--- src/rtl/mc_controller.sv ---
// mc_controller
//   Control unit for a multicycle MIPS datapath: a main-decoder FSM that
//   sequences each instruction through fetch/decode/execute/writeback, plus
//   an ALU decoder that turns the FSM's ALU operation class (and the funct
//   field for R-type) into the 3-bit alucontrol code.
//
//   Memory accesses (instruction fetch, load read, store write) stall on
//   mem_ready: the FSM holds its state until memory reports completion.
//
//   Optional feature (compile-time macro MC_CTRL_BNE_EN):
//     defined   -> op 000101 (bne) runs through a BNEEX state that branches
//                  when the ALU zero flag is clear.
//     undefined -> op 000101 is unknown and executes as a NOP.
//
// Parameters
//   OPW  opcode field width
//   FW   funct field width
//
// Ports
//   clk         in   rising-edge clock
//   reset       in   synchronous, active-high; forces FETCH
//   op          in   opcode from instruction register
//   funct       in   funct from instruction register
//   zero        in   ALU zero flag
//   mem_ready   in   memory completes the current access this cycle
//   pcen        out  PC register enable
//   memwrite    out  data memory write strobe
//   irwrite     out  instruction register enable
//   regwrite    out  register file write enable
//   iord        out  memory address select (0=PC, 1=ALUOut)
//   memtoreg    out  writeback source (0=ALUOut, 1=memory data)
//   regdst      out  destination register (0=rt, 1=rd)
//   alusrca     out  ALU A operand (0=PC, 1=A)
//   alusrcb     out  ALU B operand (00=B, 01=4, 10=SignImm, 11=SignImm<<2)
//   pcsrc       out  PC source (00=ALUResult, 01=ALUOut, 10=PCJump)
//   alucontrol  out  ALU operation (010 add, 110 sub, 000 and, 001 or, 111 slt)
module mc_controller #(
  parameter int OPW = 6,
  parameter int FW  = 6
) (
  input  logic           clk,
  input  logic           reset,
  input  logic [OPW-1:0] op,
  input  logic [FW-1:0]  funct,
  input  logic           zero,
  input  logic           mem_ready,
  output logic           pcen,
  output logic           memwrite,
  output logic           irwrite,
  output logic           regwrite,
  output logic           iord,
  output logic           memtoreg,
  output logic           regdst,
  output logic           alusrca,
  output logic [1:0]     alusrcb,
  output logic [1:0]     pcsrc,
  output logic [2:0]     alucontrol
);

  typedef enum logic [3:0] {
    S_FETCH   = 4'd0,
    S_DECODE  = 4'd1,
    S_MEMADR  = 4'd2,
    S_MEMRD   = 4'd3,
    S_MEMWB   = 4'd4,
    S_MEMWR   = 4'd5,
    S_RTYPEEX = 4'd6,
    S_RTYPEWB = 4'd7,
    S_BEQEX   = 4'd8,
    S_ADDIEX  = 4'd9,
    S_ADDIWB  = 4'd10,
    S_JEX     = 4'd11,
    S_BNEEX   = 4'd12
  } state_t;

  typedef enum logic [1:0] {
    ALUOP_ADD = 2'b00,
    ALUOP_SUB = 2'b01,
    ALUOP_FN  = 2'b10
  } aluop_t;

  localparam logic [OPW-1:0] OP_RTYPE = OPW'(6'b000000);
  localparam logic [OPW-1:0] OP_LW    = OPW'(6'b100011);
  localparam logic [OPW-1:0] OP_SW    = OPW'(6'b101011);
  localparam logic [OPW-1:0] OP_BEQ   = OPW'(6'b000100);
  localparam logic [OPW-1:0] OP_BNE   = OPW'(6'b000101);
  localparam logic [OPW-1:0] OP_ADDI  = OPW'(6'b001000);
  localparam logic [OPW-1:0] OP_J     = OPW'(6'b000010);

  // ALU decoder. Unknown funct codes fall back to add so the R-type
  // writeback still produces a defined value.
  function automatic logic [2:0] alu_dec(input aluop_t aop, input logic [FW-1:0] fn);
    logic [2:0] r;
    r = 3'b010;
    case (aop)
      ALUOP_ADD: r = 3'b010;
      ALUOP_SUB: r = 3'b110;
      ALUOP_FN: begin
        case (fn)
          FW'(6'b100000): r = 3'b010;
          FW'(6'b100010): r = 3'b110;
          FW'(6'b100100): r = 3'b000;
          FW'(6'b100101): r = 3'b001;
          FW'(6'b101010): r = 3'b111;
          default:        r = 3'b010;
        endcase
      end
      default: r = 3'b010;
    endcase
    return r;
  endfunction

  state_t state, state_nx;
  aluop_t aluop;
  logic   pcen_raw, memwrite_raw, irwrite_raw, regwrite_raw;

  always_ff @(posedge clk) begin
    if (reset) state <= S_FETCH;
    else       state <= state_nx;
  end

  always_comb begin
    state_nx     = state;
    pcen_raw     = 1'b0;
    memwrite_raw = 1'b0;
    irwrite_raw  = 1'b0;
    regwrite_raw = 1'b0;
    iord         = 1'b0;
    memtoreg     = 1'b0;
    regdst       = 1'b0;
    alusrca      = 1'b0;
    alusrcb      = 2'b00;
    pcsrc        = 2'b00;
    aluop        = ALUOP_ADD;

    case (state)
      S_FETCH: begin
        // PC+4 is computed every cycle but only committed with the fetch.
        alusrcb     = 2'b01;
        irwrite_raw = mem_ready;
        pcen_raw    = mem_ready;
        if (mem_ready) state_nx = S_DECODE;
      end
      S_DECODE: begin
        // Branch target precomputed into ALUOut while decoding.
        alusrcb = 2'b11;
        case (op)
          OP_LW, OP_SW: state_nx = S_MEMADR;
          OP_RTYPE:     state_nx = S_RTYPEEX;
          OP_BEQ:       state_nx = S_BEQEX;
          OP_ADDI:      state_nx = S_ADDIEX;
          OP_J:         state_nx = S_JEX;
`ifdef MC_CTRL_BNE_EN
          OP_BNE:       state_nx = S_BNEEX;
`endif
          default:      state_nx = S_FETCH;
        endcase
      end
      S_MEMADR: begin
        alusrca = 1'b1;
        alusrcb = 2'b10;
        if (op == OP_LW)      state_nx = S_MEMRD;
        else if (op == OP_SW) state_nx = S_MEMWR;
        else                  state_nx = S_FETCH;
      end
      S_MEMRD: begin
        iord = 1'b1;
        if (mem_ready) state_nx = S_MEMWB;
      end
      S_MEMWB: begin
        regwrite_raw = 1'b1;
        memtoreg     = 1'b1;
        state_nx     = S_FETCH;
      end
      S_MEMWR: begin
        // Strobe held for the whole access, not just the completing cycle.
        iord         = 1'b1;
        memwrite_raw = 1'b1;
        if (mem_ready) state_nx = S_FETCH;
      end
      S_RTYPEEX: begin
        alusrca  = 1'b1;
        aluop    = ALUOP_FN;
        state_nx = S_RTYPEWB;
      end
      S_RTYPEWB: begin
        regwrite_raw = 1'b1;
        regdst       = 1'b1;
        state_nx     = S_FETCH;
      end
      S_BEQEX: begin
        alusrca  = 1'b1;
        aluop    = ALUOP_SUB;
        pcsrc    = 2'b01;
        pcen_raw = zero;
        state_nx = S_FETCH;
      end
`ifdef MC_CTRL_BNE_EN
      S_BNEEX: begin
        alusrca  = 1'b1;
        aluop    = ALUOP_SUB;
        pcsrc    = 2'b01;
        pcen_raw = ~zero;
        state_nx = S_FETCH;
      end
`endif
      S_ADDIEX: begin
        alusrca  = 1'b1;
        alusrcb  = 2'b10;
        state_nx = S_ADDIWB;
      end
      S_ADDIWB: begin
        regwrite_raw = 1'b1;
        state_nx     = S_FETCH;
      end
      S_JEX: begin
        pcsrc    = 2'b10;
        pcen_raw = 1'b1;
        state_nx = S_FETCH;
      end
      default: state_nx = S_FETCH;
    endcase
  end

  // Architectural state must not change while reset is held, even when the
  // FSM is still sitting in a state that would otherwise write.
  assign pcen       = pcen_raw     & ~reset;
  assign memwrite   = memwrite_raw & ~reset;
  assign irwrite    = irwrite_raw  & ~reset;
  assign regwrite   = regwrite_raw & ~reset;
  assign alucontrol = alu_dec(aluop, funct);

endmodule

--- config.mk ---
export PLATFORM = sky130hd
export DESIGN_NAME = mc_controller
export DESIGN_NICKNAME = d
export VERILOG_FILES = /design/src/rtl/mc_controller.sv
export SDC_FILE = /design/constraint.sdc
export NUM_CORES = 1
export LEC_CHECK = 0
export ABC_AREA = 1
export CAP_MARGIN = 20
export CORE_AREA = 2 2 42 73
export DETAILED_ROUTE_END_ITERATION = 8
export DIE_AREA = 0 0 44 75
export GPL_TIMING_DRIVEN = 0
export PLACE_DENSITY = 0.59
export SLEW_MARGIN = 25
export SYNTH_ARGS = -nofsm -noshare
export SYNTH_HDL_FRONTEND = slang
export SYNTH_SLANG_ARGS = --single-unit
--- constraint.sdc ---
create_clock -name clk -period 1.91 [get_ports clk]
set_clock_uncertainty 0.1 [all_clocks]
set_input_delay 0.382 -clock clk [delete_from_list [all_inputs] [get_ports clk]]
set_output_delay 0.382 -clock clk [all_outputs]
set_load 0.01 [all_outputs]
Yosys cells after proc, flatten, opt, wreduce, memory -nomap -nowiden
Cells that the tools add are included.

Register bits after elaboration: 4.

Reductions and logical operators: 8. Muxes and demuxes: 20. Eq/ne operators: 25. Bitwise operators: 5.

Operator list (number): $eq 6x6->1 const B (6); $pmux 4 s7 (1); $pmux 4 s5 (1); $eq 4x3->1 const B (4); $eq 4x4->1 const B (4); $mux 4 (3); $pmux 3 s4 (1); $eq 4x2->1 const B (2); $pmux 2 s2 (2); $mux 1 (7); $eq 6x2->1 const B (1); $eq 6x3->1 const B (1); $eq 6x4->1 const B (1); $logic_not 6->1 (1); $mux 3 (2); $ne 2x2->1 const B (3); $pmux 2 s3 (1); $pmux 3 s2 (1); $reduce_or 2->1 (3); $and 1x1->1 (4); $eq 4x1->1 const B (1); $logic_not 4->1 (1); $reduce_or 4->1 (1); $pmux 1 s3 (1); other kinds (5) (5).

Depth between registers and ports, before layout
Word-level depth: 4. Depth in mapped cells: 9. Mapped depth without buffers: 9.

Worst setup path before layout
OpenSTA, ideal clock, no wires.

Kind: register -> output. From: register state[3]. To: output port alucontrol[0]. Cell stages (with the launch flop): 9. Setup slack: 0.204 ns. Data required time: 1.428 ns. Arrival time: 1.224 ns. Path buffers: 0. Cells stage by stage: dfxtp_1 > inv_1 > nor2_1 > inv_2 > nor2_2 > inv_1 > ha_1 > nand3_1 > o22ai_1.

Cells in the longest elaborated chain, start to end: 4.

Ends and longest elaborated chain: start: declaration (line 113) `state_t state, state_nx;`; start signal: assignment (line 119) `else state <= state_nx;`; $eq 4x4->1 or $eq 4x3->1 (tied branches) (line 136) `case (state)`; $pmux 2 s2 * (line 136); $eq 2x2->1 or $eq 2x1->1 (tied branches) (line 95) `case (aop)`; $pmux 3 s2 * (line 95); end: declaration (line 57) `output logic [2:0] alucontrol`.

Every way passes the cells marked *; elsewhere a longest branch is shown, timed or not.

Final worst setup path
Ends and elaborated chain as after synthesis.

==> results.sh <==
export IMPL_critPathArrivalTime_ns=1.56
export IMPL_drtPass1Iterations=4
export IMPL_grt_pass1_vias=861
export IMPL_synthArstFlopShare_pct=0
export IMPL_drt_iter0_drc=9
export IMPL_synth_most_common_cell="nor2_1"
export IMPL_setup_worst_path_start="state[3]$_SDFFE_PP0P_"
export IMPL_hold_path_class="in -> reg"
export IMPL_clkSinkCount=4
export IMPL_vias=859
export IMPL_dp_hpwl_mm=1.578
export IMPL_ff2ff_path_depth=7
export IMPL_sequentialPowerShare_pct=23.0
export IMPL_synth_commonest_cells="23 x nor2_1, 19 x inv_1, 17 x nand2_1"
export IMPL_htreeDepth=1
export IMPL_peakVddDrop_uv=226.6
export IMPL_p_switching_mw=0.1089
export IMPL_setup_violations=5
export IMPL_synth_edf_count=0
export IMPL_hold_viol=0
export IMPL_crit_type="reg -> out"
export IMPL_status="complete, but fails checks"
export IMPL_vias_per_cell=4.720
export IMPL_synth_cell_types=20
export IMPL_syn_area_per_cell_sq_um=5.477
export IMPL_drive_gt1_share_pct=39.35
export IMPL_power_internal_mw=0.2737
export IMPL_combPwrFrac_pct=29.4
export IMPL_clk_latency_ns=0.22
export IMPL_swShare_pct=28.47
export IMPL_r2r_start="state[2]$_SDFFE_PP0P_"
export IMPL_pwr_share_clk_pct=47.6
export IMPL_io_buffers=30
export IMPL_cp_data_required_time_ns=1.43
export IMPL_num_antenna_cells=0
export IMPL_syn_cell_area_sq_um=624.3
export IMPL_nFillCells=288
export IMPL_dieArea_sq_mm=0.003300
export IMPL_area_delta_synth_final_pct=82.97
export IMPL_drc=0
export IMPL_num_rows=25
export IMPL_final_util_pct=42.47
export IMPL_yosysTopAreaCellShare_pct=13.83
export IMPL_ys_ff_latch=4
export IMPL_leakage_nw=0.5620
export IMPL_max_slew_margin_pct=81.89
export IMPL_fin_setup_tns_ns=-0.4133
export IMPL_cts_max_path_buffers=2
export IMPL_finalWirelength_mm=2.123
export IMPL_pwr_density_cell_mw_per_mm2=334.9
export IMPL_overflow=0
export IMPL_regMostFlops="state"
export IMPL_ys_flop_type="dfxtp_1"
export IMPL_fin_crit_ns=2.040
export IMPL_initial_utilization_pct=23.21
export IMPL_track_usage_pct=13.05
export IMPL_clock_root_buffer="clkbuf_8"
export IMPL_violations="negative setup slack"
export IMPL_largestRegisters="state (4)"
export IMPL_dieWidth_microns=44
export IMPL_postCtsHoldBufs=0
export IMPL_grt_pass1_wl_mm=3.249
export IMPL_ant_nets=0
export IMPL_worst_path_max_fanout=4
export IMPL_nets=176
export IMPL_num_io_pins=31
export IMPL_setup_ws_ns=-0.1303
export IMPL_largest_reg_flops=4
export IMPL_die_h_microns=75
export IMPL_final_period_utilization_pct=106.8
export IMPL_worstMarginPinSlew_ns=0.2717
export IMPL_post_drt_wl_per_cell_microns=11.66
export IMPL_max_freq_mhz=490.1
export IMPL_drv_cap=0
export IMPL_start_kind="flop"
export IMPL_rrSetupSlack_ns=0.52
export IMPL_synth_nets=133
export IMPL_cts_tree="yes"
export IMPL_reg2reg_to="state[0]$_SDFFE_PP0P_"
export IMPL_grt_max_degree=8
export IMPL_postSynthCellCount=114
export IMPL_clk_pin_slew_worst_paths_ns=0.03
export IMPL_yosys_top_cells_area="nor2_1 14%, dfxtp_1 13%, inv_1 11%"
export IMPL_antenna_found_initial=0
export IMPL_crit_path_end="alucontrol[0]"
export IMPL_finalPower_mw=0.3826
export IMPL_yosys_area_top_type="nor2_1"
export IMPL_endpoint_kind="output pin"
export IMPL_routabilityCongestion=0.8206
export IMPL_core_sq_mm=0.002690
export IMPL_rsz0062_at_grt="yes"
export IMPL_maxSlewViolCount=0
export IMPL_yosysSeqAreaShare_pct=12.83
export IMPL_yosys_warnings=0
export IMPL_cts_made_buffers=3
## worst max-delay path, cell delays in order (launching register included)
cell and delay, ns:
dfxtp_4 0.37, inv_4 0.04, nor2_4 0.12, inv_2 0.07, nor2_4 0.17, inv_2 0.08
ha_4 0.18, nand3_2 0.09, o22ai_2 0.07, buf_2 0.14
## final cells by class
type | count | area, sq um | share of cell area [%]
inverter | 25 | 98.84 | 8.653
multi-input combinational | 85 | 545.5 | 47.75
sequential | 4 | 92.59 | 8.105
clock buffer | 3 | 41.29 | 3.614
tap | 27 | 33.78 | 2.957
timing repair buffer | 38 | 330.3 | 28.92
## cells by family after synthesis
| kind of cell | after synthesis | share of synthesized area, % |
|---|---|---|
| AOI/OAI and AO/OA | 13 | 14.43 |
| adders and majority gates | 3 | 6.013 |
| buffers and inverters | 25 | 15.03 |
| DFF | 4 | 12.83 |
| and+or+nand+nor | 69 | 51.70 |
## placed cells by master, fill, tap and decap left out, types with 3 or more instances in the layout
cell type        Yosys  layout
nand2_2              5       3
dfxtp_4              0       3
nor2_1              23      18
buf_4                0       8
nand2_1             17      17
clkdlybuf4s50_1      0      14
clkbuf_8             0       3
nor2_2               5       7
inv_2                6       8
dlygate4sd2_1        0      10
o21ai_2              3       3
nand3_2              0       3
nor2_4               2       5
nand3_1             14      11
inv_1               19      15
buf_2                0       3
## per-layer routing
metal  vias up  global-route usage, %  wire length (microns)
li1        441                      -                      -
met1       381                  10.00                    717
met2        31                  27.29                   1200
met3         6                  2.398                    130
met4         0                  8.418                     75
met5         -                      0                      0
## per-stage QoR
stage	area [sq um]	hold WS, ns	setup WS, ns	cells
final	1142	0.5031	-0.1303	182
after global routing	1142	0.5218	-0.1659	182
after CTS	1072	0.4988	-0.1636	176
after detailed placement	958.4	0.5836	-0.4620	171
after global placement	958.4	0.5705	-0.4122	171
after floorplan	624.3	0.3444	0.2040	114
## worst min-delay path by stage
stage | start | to | slack (ns) | cells past startpoint
finish | reset | state[0]$_SDFFE_PP0P_ | 0.50 | 2
floorplan | reset | state[0]$_SDFFE_PP0P_ | 0.34 | 1
global placement | state[2]$_SDFFE_PP0P_ | state[2]$_SDFFE_PP0P_ | 0.57 | 4
CTS | reset | state[0]$_SDFFE_PP0P_ | 0.50 | 2
detailed placement | state[2]$_SDFFE_PP0P_ | state[2]$_SDFFE_PP0P_ | 0.58 | 4
global route | reset | state[0]$_SDFFE_PP0P_ | 0.52 | 2
## power by group through the flow
stage                     Clock (mW)  Sequential, mW  Combinational [mW]
after global placement             0          0.0906               0.107
final                          0.182          0.0880               0.113
after global routing           0.189          0.0883               0.124
after CTS                      0.184          0.0892               0.109
after floorplan                    0          0.0903              0.0512
after detailed placement           0          0.0907               0.108
## timing repair
action                     CTS  global route
buffers inserted             2             6
pin swaps                    1             7
resized for setup           46            20
setup endpoints to repair   15             7
Note: power is estimated with default switching activity, not from simulation.
